[config.mk]
export PLATFORM = sky130hd
export DESIGN_NAME = zcd_period_averager_flat
export DESIGN_NICKNAME = d
export VERILOG_FILES = /design/src/rtl/zcd_period_averager_if.sv /design/src/rtl/zcd_period_averager.sv /design/src/flat_wrapper.sv
export SDC_FILE = /design/constraint.sdc
export NUM_CORES = 1
export LEC_CHECK = 0
export ABC_AREA = 1
export ABC_CLOCK_PERIOD_IN_PS = 6980
export CORE_ASPECT_RATIO = 0.75
export CORE_UTILIZATION = 34
export DETAILED_ROUTE_END_ITERATION = 8
export DONT_BUFFER_PORTS = 1
export PLACE_DENSITY = 0.59
export SLEW_MARGIN = 0
export SYNTH_ARGS = -nofsm -noshare
export SYNTH_HDL_FRONTEND = slang
export SYNTH_SLANG_ARGS = --single-unit
[constraint.sdc]
create_clock -name clk -period 6.98 [get_ports clk]
set_input_delay 2.094 -clock clk [delete_from_list [all_inputs] [get_ports clk]]
set_output_delay 2.094 -clock clk [all_outputs]
set_load 0.02 [all_outputs]
[src/rtl/zcd_period_averager_if.sv]
// Period-measurement stream in, averaged period and status out, for zcd_period_averager.
interface zcd_period_averager_if #(
  parameter int unsigned CNT_WIDTH = 32,
  parameter int unsigned REJ_WIDTH = 16
);
  logic                 in_data_valid;
  logic [CNT_WIDTH-1:0] in_number_samples;
  logic                 out_data_valid;
  logic [CNT_WIDTH-1:0] out_avg_period;
  logic [CNT_WIDTH-1:0] out_min_period;
  logic [CNT_WIDTH-1:0] out_max_period;
  logic [REJ_WIDTH-1:0] out_reject_count;
  logic                 out_locked;
  logic                 out_timeout;

  // master: the measurement producer / status consumer side
  modport master (
    output in_data_valid,
    output in_number_samples,
    input  out_data_valid,
    input  out_avg_period,
    input  out_min_period,
    input  out_max_period,
    input  out_reject_count,
    input  out_locked,
    input  out_timeout
  );

  // slave: the averager itself
  modport slave (
    input  in_data_valid,
    input  in_number_samples,
    output out_data_valid,
    output out_avg_period,
    output out_min_period,
    output out_max_period,
    output out_reject_count,
    output out_locked,
    output out_timeout
  );
endinterface

[src/rtl/zcd_period_averager.sv]
// Averages 2^N plausible zero-crossing periods; reports window min/max,
// a saturating reject count, lock and inactivity-timeout status.
module zcd_period_averager #(
  parameter int unsigned CNT_WIDTH    = 32,
  parameter int unsigned LOG2_AVG_MAX = 4,
  parameter int unsigned REJ_WIDTH    = 16
) (
  input  logic                 clk,
  input  logic                 rst,
  zcd_period_averager_if.slave bus,
  input  logic                 cfg_enable,
  input  logic [2:0]           cfg_log2_avg,
  input  logic [CNT_WIDTH-1:0] cfg_min_period,
  input  logic [CNT_WIDTH-1:0] cfg_max_period,
  input  logic [CNT_WIDTH-1:0] cfg_timeout
);

  localparam int unsigned ACC_WIDTH  = CNT_WIDTH + LOG2_AVG_MAX;
  localparam int unsigned CNTR_WIDTH = LOG2_AVG_MAX + 1;
  localparam int unsigned N_WIDTH    = (LOG2_AVG_MAX < 1) ? 1 : $clog2(LOG2_AVG_MAX + 1);

  typedef enum logic [1:0] {
    IDLE  = 2'd0,
    ACCUM = 2'd1,
    DONE  = 2'd2
  } state_t;

  state_t                state_q, state_d;
  logic [ACC_WIDTH-1:0]  acc_q, acc_d;
  logic [CNTR_WIDTH-1:0] cnt_q, cnt_d;
  logic [N_WIDTH-1:0]    n_q, n_d;
  logic [CNT_WIDTH-1:0]  win_min_q, win_min_d;
  logic [CNT_WIDTH-1:0]  win_max_q, win_max_d;
  logic [CNT_WIDTH-1:0]  timer_q, timer_d;

  logic                  valid_q, valid_d;
  logic [CNT_WIDTH-1:0]  avg_q, avg_d;
  logic [CNT_WIDTH-1:0]  min_q, min_d;
  logic [CNT_WIDTH-1:0]  max_q, max_d;
  logic [REJ_WIDTH-1:0]  rej_q, rej_d;
  logic                  locked_q, locked_d;
  logic                  timeout_q, timeout_d;

  logic                  in_range;
  logic                  accept;
  logic                  start;
  logic                  timeout_hit;
  logic [N_WIDTH-1:0]    n_cfg;
  logic [N_WIDTH-1:0]    n_use;
  logic [ACC_WIDTH-1:0]  acc_sum;
  logic [CNTR_WIDTH-1:0] cnt_inc;
  logic [CNTR_WIDTH-1:0] target;
  logic [CNT_WIDTH-1:0]  sample_min;
  logic [CNT_WIDTH-1:0]  sample_max;

  // Datapath candidates for the sample on the bus this cycle
  assign in_range    = (bus.in_number_samples >= cfg_min_period) &&
                       (bus.in_number_samples <= cfg_max_period);
  assign accept      = bus.in_data_valid && in_range;
  assign start       = (state_q != ACCUM);
  assign timeout_hit = !bus.in_data_valid && (cfg_timeout != '0) && (timer_q == cfg_timeout);
  assign n_cfg       = (32'(cfg_log2_avg) > LOG2_AVG_MAX) ? N_WIDTH'(LOG2_AVG_MAX)
                                                          : N_WIDTH'(cfg_log2_avg);
  assign n_use       = start ? n_cfg : n_q;
  assign acc_sum     = (start ? ACC_WIDTH'(0) : acc_q) + ACC_WIDTH'(bus.in_number_samples);
  assign cnt_inc     = (start ? CNTR_WIDTH'(0) : cnt_q) + CNTR_WIDTH'(1);
  assign target      = CNTR_WIDTH'(1) << n_use;
  assign sample_min  = (start || (bus.in_number_samples < win_min_q)) ? bus.in_number_samples
                                                                      : win_min_q;
  assign sample_max  = (start || (bus.in_number_samples > win_max_q)) ? bus.in_number_samples
                                                                      : win_max_q;

  // Next-state and registered-output logic
  always_comb begin
    state_d   = state_q;
    acc_d     = acc_q;
    cnt_d     = cnt_q;
    n_d       = n_q;
    win_min_d = win_min_q;
    win_max_d = win_max_q;
    timer_d   = timer_q;
    valid_d   = 1'b0;
    avg_d     = avg_q;
    min_d     = min_q;
    max_d     = max_q;
    rej_d     = rej_q;
    locked_d  = locked_q;
    timeout_d = timeout_q;

    if (!cfg_enable) begin
      state_d  = IDLE;
      acc_d    = '0;
      cnt_d    = '0;
      timer_d  = '0;
      locked_d = 1'b0;
    end else begin
      if (bus.in_data_valid) begin
        timer_d = '0;
      end else if (timer_q != '1) begin
        timer_d = timer_q + CNT_WIDTH'(1);
      end

      if (bus.in_data_valid && !in_range && (rej_q != '1)) begin
        rej_d = rej_q + REJ_WIDTH'(1);
      end

      // DONE lasts one cycle unless a new sample immediately opens the next window
      if (state_q == DONE) begin
        state_d = IDLE;
      end

      if (accept) begin
        timeout_d = 1'b0;
        n_d       = n_use;
        acc_d     = acc_sum;
        cnt_d     = cnt_inc;
        win_min_d = sample_min;
        win_max_d = sample_max;
        if (cnt_inc == target) begin
          state_d  = DONE;
          valid_d  = 1'b1;
          avg_d    = CNT_WIDTH'(acc_sum >> n_use);
          min_d    = sample_min;
          max_d    = sample_max;
          locked_d = 1'b1;
        end else begin
          state_d = ACCUM;
        end
      end else if (timeout_hit) begin
        state_d   = IDLE;
        acc_d     = '0;
        cnt_d     = '0;
        timeout_d = 1'b1;
        locked_d  = 1'b0;
      end
    end
  end

  always_ff @(posedge clk or negedge rst) begin
    if (!rst) begin
      state_q   <= IDLE;
      acc_q     <= '0;
      cnt_q     <= '0;
      n_q       <= '0;
      win_min_q <= '0;
      win_max_q <= '0;
      timer_q   <= '0;
      valid_q   <= 1'b0;
      avg_q     <= '0;
      min_q     <= '0;
      max_q     <= '0;
      rej_q     <= '0;
      locked_q  <= 1'b0;
      timeout_q <= 1'b0;
    end else begin
      state_q   <= state_d;
      acc_q     <= acc_d;
      cnt_q     <= cnt_d;
      n_q       <= n_d;
      win_min_q <= win_min_d;
      win_max_q <= win_max_d;
      timer_q   <= timer_d;
      valid_q   <= valid_d;
      avg_q     <= avg_d;
      min_q     <= min_d;
      max_q     <= max_d;
      rej_q     <= rej_d;
      locked_q  <= locked_d;
      timeout_q <= timeout_d;
    end
  end

  assign bus.out_data_valid   = valid_q;
  assign bus.out_avg_period   = avg_q;
  assign bus.out_min_period   = min_q;
  assign bus.out_max_period   = max_q;
  assign bus.out_reject_count = rej_q;
  assign bus.out_locked       = locked_q;
  assign bus.out_timeout      = timeout_q;

endmodule

[src/flat_wrapper.sv]
// flat-port wrapper written by rule: the top's interface ports become plain ports
module zcd_period_averager_flat 
#(
  parameter int unsigned CNT_WIDTH    = 32,
  parameter int unsigned LOG2_AVG_MAX = 4,
  parameter int unsigned REJ_WIDTH    = 16
)
  (clk, rst, cfg_enable, cfg_log2_avg, cfg_min_period, cfg_max_period, cfg_timeout, bus_in_data_valid, bus_in_number_samples, bus_out_data_valid, bus_out_avg_period, bus_out_min_period, bus_out_max_period, bus_out_reject_count, bus_out_locked, bus_out_timeout);
  zcd_period_averager_if #(.CNT_WIDTH(CNT_WIDTH), .REJ_WIDTH(REJ_WIDTH)) bus_i ();
  input  logic clk;
  input  logic rst;
  input  logic cfg_enable;
  input  logic [2:0] cfg_log2_avg;
  input  logic [CNT_WIDTH-1:0] cfg_min_period;
  input  logic [CNT_WIDTH-1:0] cfg_max_period;
  input  logic [CNT_WIDTH-1:0] cfg_timeout;
  input wire logic [$bits(bus_i.in_data_valid)-1:0] bus_in_data_valid;
  input wire logic [$bits(bus_i.in_number_samples)-1:0] bus_in_number_samples;
  output wire logic [$bits(bus_i.out_data_valid)-1:0] bus_out_data_valid;
  output wire logic [$bits(bus_i.out_avg_period)-1:0] bus_out_avg_period;
  output wire logic [$bits(bus_i.out_min_period)-1:0] bus_out_min_period;
  output wire logic [$bits(bus_i.out_max_period)-1:0] bus_out_max_period;
  output wire logic [$bits(bus_i.out_reject_count)-1:0] bus_out_reject_count;
  output wire logic [$bits(bus_i.out_locked)-1:0] bus_out_locked;
  output wire logic [$bits(bus_i.out_timeout)-1:0] bus_out_timeout;
  assign bus_i.in_data_valid = bus_in_data_valid;
  assign bus_i.in_number_samples = bus_in_number_samples;
  assign bus_out_data_valid = bus_i.out_data_valid;
  assign bus_out_avg_period = bus_i.out_avg_period;
  assign bus_out_min_period = bus_i.out_min_period;
  assign bus_out_max_period = bus_i.out_max_period;
  assign bus_out_reject_count = bus_i.out_reject_count;
  assign bus_out_locked = bus_i.out_locked;
  assign bus_out_timeout = bus_i.out_timeout;
  zcd_period_averager #(.CNT_WIDTH(CNT_WIDTH), .LOG2_AVG_MAX(LOG2_AVG_MAX), .REJ_WIDTH(REJ_WIDTH)) u_core (.clk(clk), .rst(rst), .bus(bus_i), .cfg_enable(cfg_enable), .cfg_log2_avg(cfg_log2_avg), .cfg_min_period(cfg_min_period), .cfg_max_period(cfg_max_period), .cfg_timeout(cfg_timeout));
endmodule
==> impl_metrics.yaml <==
run_status:
  status: "complete, no violations"
floorplanning:
  die_w_um: 275
  io_pins: 250
  die_y_um: 207
  die_area_sq_um: 57000
  core_sq_um: 54900
  start_util_pct: 34.7
  rows: 74
critical_path:
  cp_max_fo: 65
  cp_common_cell: "nand2_1"
  critical_path_required_ns: 7.48
  cp-end-kind: "flip-flop"
  slowest_stage: "inv_4"
  timing_worst_setup_path_type: "in -> reg"
  crit_arrival_ns: 5.89
  rrSetupSlack_ns: 2.83
  start_kind: "primary input"
  worstPathCellList: "inv_1 -> ha_1 -> nand2_1 -> nor2_1 -> nand4_1 -> nor3_1 -> nand3_1 -> nand2_1 -> nand3_2 -> inv_4 -> buf_12 -> nand2_1 -> o21ai_0"
  cp_slowest_stage_delay_ns: 0.90
synthesis:
  synth_simple_gate_area_share_pct: 34.8
  synth-async-reset-ratio_pct: 100
  ys_ff_latch: 257
  synth_compound_area_share_pct: 8.76
  synth_fp_nets: 3136
  syn_inst: 2838
  ys.flop_type: "dfrtp_1"
  avgSynthCellArea_sq_um: 6.71
  yosys.area_share.adder_pct: 10.7
  synth_xor_xnor_area_share_pct: 2.39
  synthMuxAreaShare_pct: 0.210
  synth_area_sq_um: 19100
  ys_seq_area_share_pct: 33.8
  synth_top_family_by_area: "simple AND/OR/NAND/NOR gates"
  yosysWarnings: 0
  synth_edf_count: 0
  ys_types: 48
timing:
  clock_skew_ns: 0.0186
  worst_pin_slew_ns: 1.04
  finalCritPeriodShare_pct: 77.1
  setup_viol: 0
  relSlewSlack_pct: 30.3
  finalSetupTns_ns: 0
  drv_slew: 0
  rsz0062_at_grt: "no"
  fmax_ghz: 0.186
  hold_viol: 0
  period_needed_ns: 5.38
clock_tree:
  postCtsHoldBufs: 0
  cts_root_buf: "clkbuf_16"
  cts_sinks: 257
  clk_pin_slew_ns: 0.06
  post_cts_resized: 0
  clockBufferDepth: 3
  cts_setup_buffers: 0
  htreeDepth: 1
  numCtsBuffers: 29
  clock_latency_ns: 0.59
  cts_tree: "done"
drt:
  drt-initial-drc-count: 1597
  vias: 17900
  viasPerCell: 5.05
  firstDrtPassIters: 6
  wl_mm: 62.5
  ant_nets: 0
  drc: 0
  wl_per_cell_um: 17.6
finish:
  final_common_cell: "nand2_1"
  area_delta_synth_final_pct: 9.12
  final_layout_size_suffix_gt1_share_pct: 3.62
  most-common-layout-cells: "nand2_1, inv_1, dfrtp_1, nand3_1, nor2_1"
  nNetsFinal: 3092
power:
  p_total_mw: 5.45
  peakVddDrop_v: 0.000192
  powerDensity_nw_per_um2: 262
  p_leak_nw: 10.9
place:
  post-dp-hpwl_mm: 47.4
  gp_congestion: 1.00
  portBuffers: 0
job:
  maxCapViolCount: 0
grt:
  grt_use_total_pct: 22.0
  grt_pass1_vias: 17000
  grt_max_degree: 258
  grt_pass1_wl_mm: 98.2
  grt_antenna_before_repair: 1
  overflow: 0
worst_hold_path:
  hold_class: "reg -> reg"
layer usage:
metal,track usage [%],vias up,routed length (um)
met2,32.9,555,26000
met1,32.5,8224,30700
met4,3.87,0,1020
met3,4.61,60,4770
li1,-,9023,-
met5,0,-,0
report_power, final:
part           switching (mW)  total, mW  internal [mW]  leakage (nW)
logic                   0.766       1.23          0.461          6.95
clock network           0.695       1.78           1.08         0.522
registers               0.583       2.44           1.86          3.39
total                    2.04       5.45           3.40          10.9
final cells by class:
class	count	area [sq um]
flip-flops and latches	257	6430
multi-input cells	2125	10900
diodes	1	2.50
fillers	5899	34100
clock buffers	40	827
repair buffers	14	130
clock inverters	14	256
well taps	722	903
inverters	367	1380
synth_stat cells (all sizes together) (2+ instances only):
master | number | area, sq um
a211oi | 2 | 15.0
a21oi | 110 | 551
a22oi | 3 | 22.5
a31oi | 14 | 87.6
and3 | 2 | 12.5
buf | 37 | 203
clkbuf | 52 | 195
dfrtp | 257 | 6430
ha | 162 | 2030
inv | 367 | 1380
mux2i | 4 | 40.0
nand2 | 1013 | 3810
nand3 | 240 | 1210
nand3b | 11 | 82.6
nand4 | 41 | 257
nor2 | 205 | 790
nor3 | 49 | 250
nor4 | 14 | 87.6
o211ai | 2 | 15.0
o21a | 9 | 67.6
o21ai | 148 | 756
o21bai | 6 | 45.0
o22ai | 11 | 68.8
or2 | 17 | 106
xnor2 | 24 | 210
xor2 | 28 | 245
cells by family (layout without fill, tap and decap cells):
group / Yosys count / in the layout
simple gates: 1596 / 1596
buf+inv: 456 / 435
compound gates: 310 / 310
flops: 257 / 257
fa+ha+maj: 163 / 163
xor+xnor: 52 / 52
mux: 4 / 4
other cells: 0 / 1
worst paths after layout:
path                                                    start                                        end  cells past startpoint
worst max-delay path                       cfg_max_period[12]            u_core.win_max_q[6]$_DFFE_PN0P_                     13
worst min-delay path                u_core.n_q[0]$_DFFE_PN0P_                  u_core.n_q[0]$_DFFE_PN0P_                      2
worst max register to register  u_core.state_q[1]$_DFFE_PN0P_  u_core.bus.out_min_period[20]$_DFFE_PN0P_                     16
worst min register to register      u_core.n_q[0]$_DFFE_PN0P_                  u_core.n_q[0]$_DFFE_PN0P_                      2
max in group asynchronous                                 rst   u_core.bus.out_max_period[6]$_DFFE_PN0P_                      0
min in group asynchronous                                 rst              u_core.timer_q[3]$_DFFE_PN0P_                      0
stage by stage:
stage | hold WS (ns) | setup slack, ns | instances | utilization [%] | instance area, sq um
2_1_floorplan | 0.442 | 2.96 | 2838 | - | 19100
3_3_place_gp | 0.466 | 1.25 | 3485 | 35.9 | 19700
3_5_place_dp | 0.481 | 1.04 | 3485 | 35.9 | 19700
4_1_cts | 0.497 | 1.64 | 3539 | 37.9 | 20800
5_1_grt | 0.526 | 1.34 | 3539 | 37.9 | 20800
6_report | 0.499 | 1.60 | 3540 | 37.9 | 20800
worst max-delay path, delay by kind of cell:
| family | cells | cell delay, ns |
|---|---|---|
| adder cells (fa/ha/maj) | 1 | 0.29 |
| buffers and inverters | 3 | 1.32 |
| AND/OR/NAND/NOR | 8 | 2.00 |
| AO/OA/AOI/OAI | 1 | 0.09 |
sequential cells by signal, summed over array words and instances, names as in the netlist:
register and count:
u_core.bus.out_reject_count 16, u_core.bus.out_locked 1, u_core.bus.out_min_period 32, u_core.bus.out_timeout 1, u_core.state_q 2, u_core.bus.out_data_valid 1
u_core.bus.out_max_period 32, u_core.timer_q 32, u_core.cnt_q 5, u_core.acc_q 36, u_core.win_max_q 32, u_core.bus.out_avg_period 32
u_core.win_min_q 32, u_core.n_q 3
(Power assumes the default switching activity.)
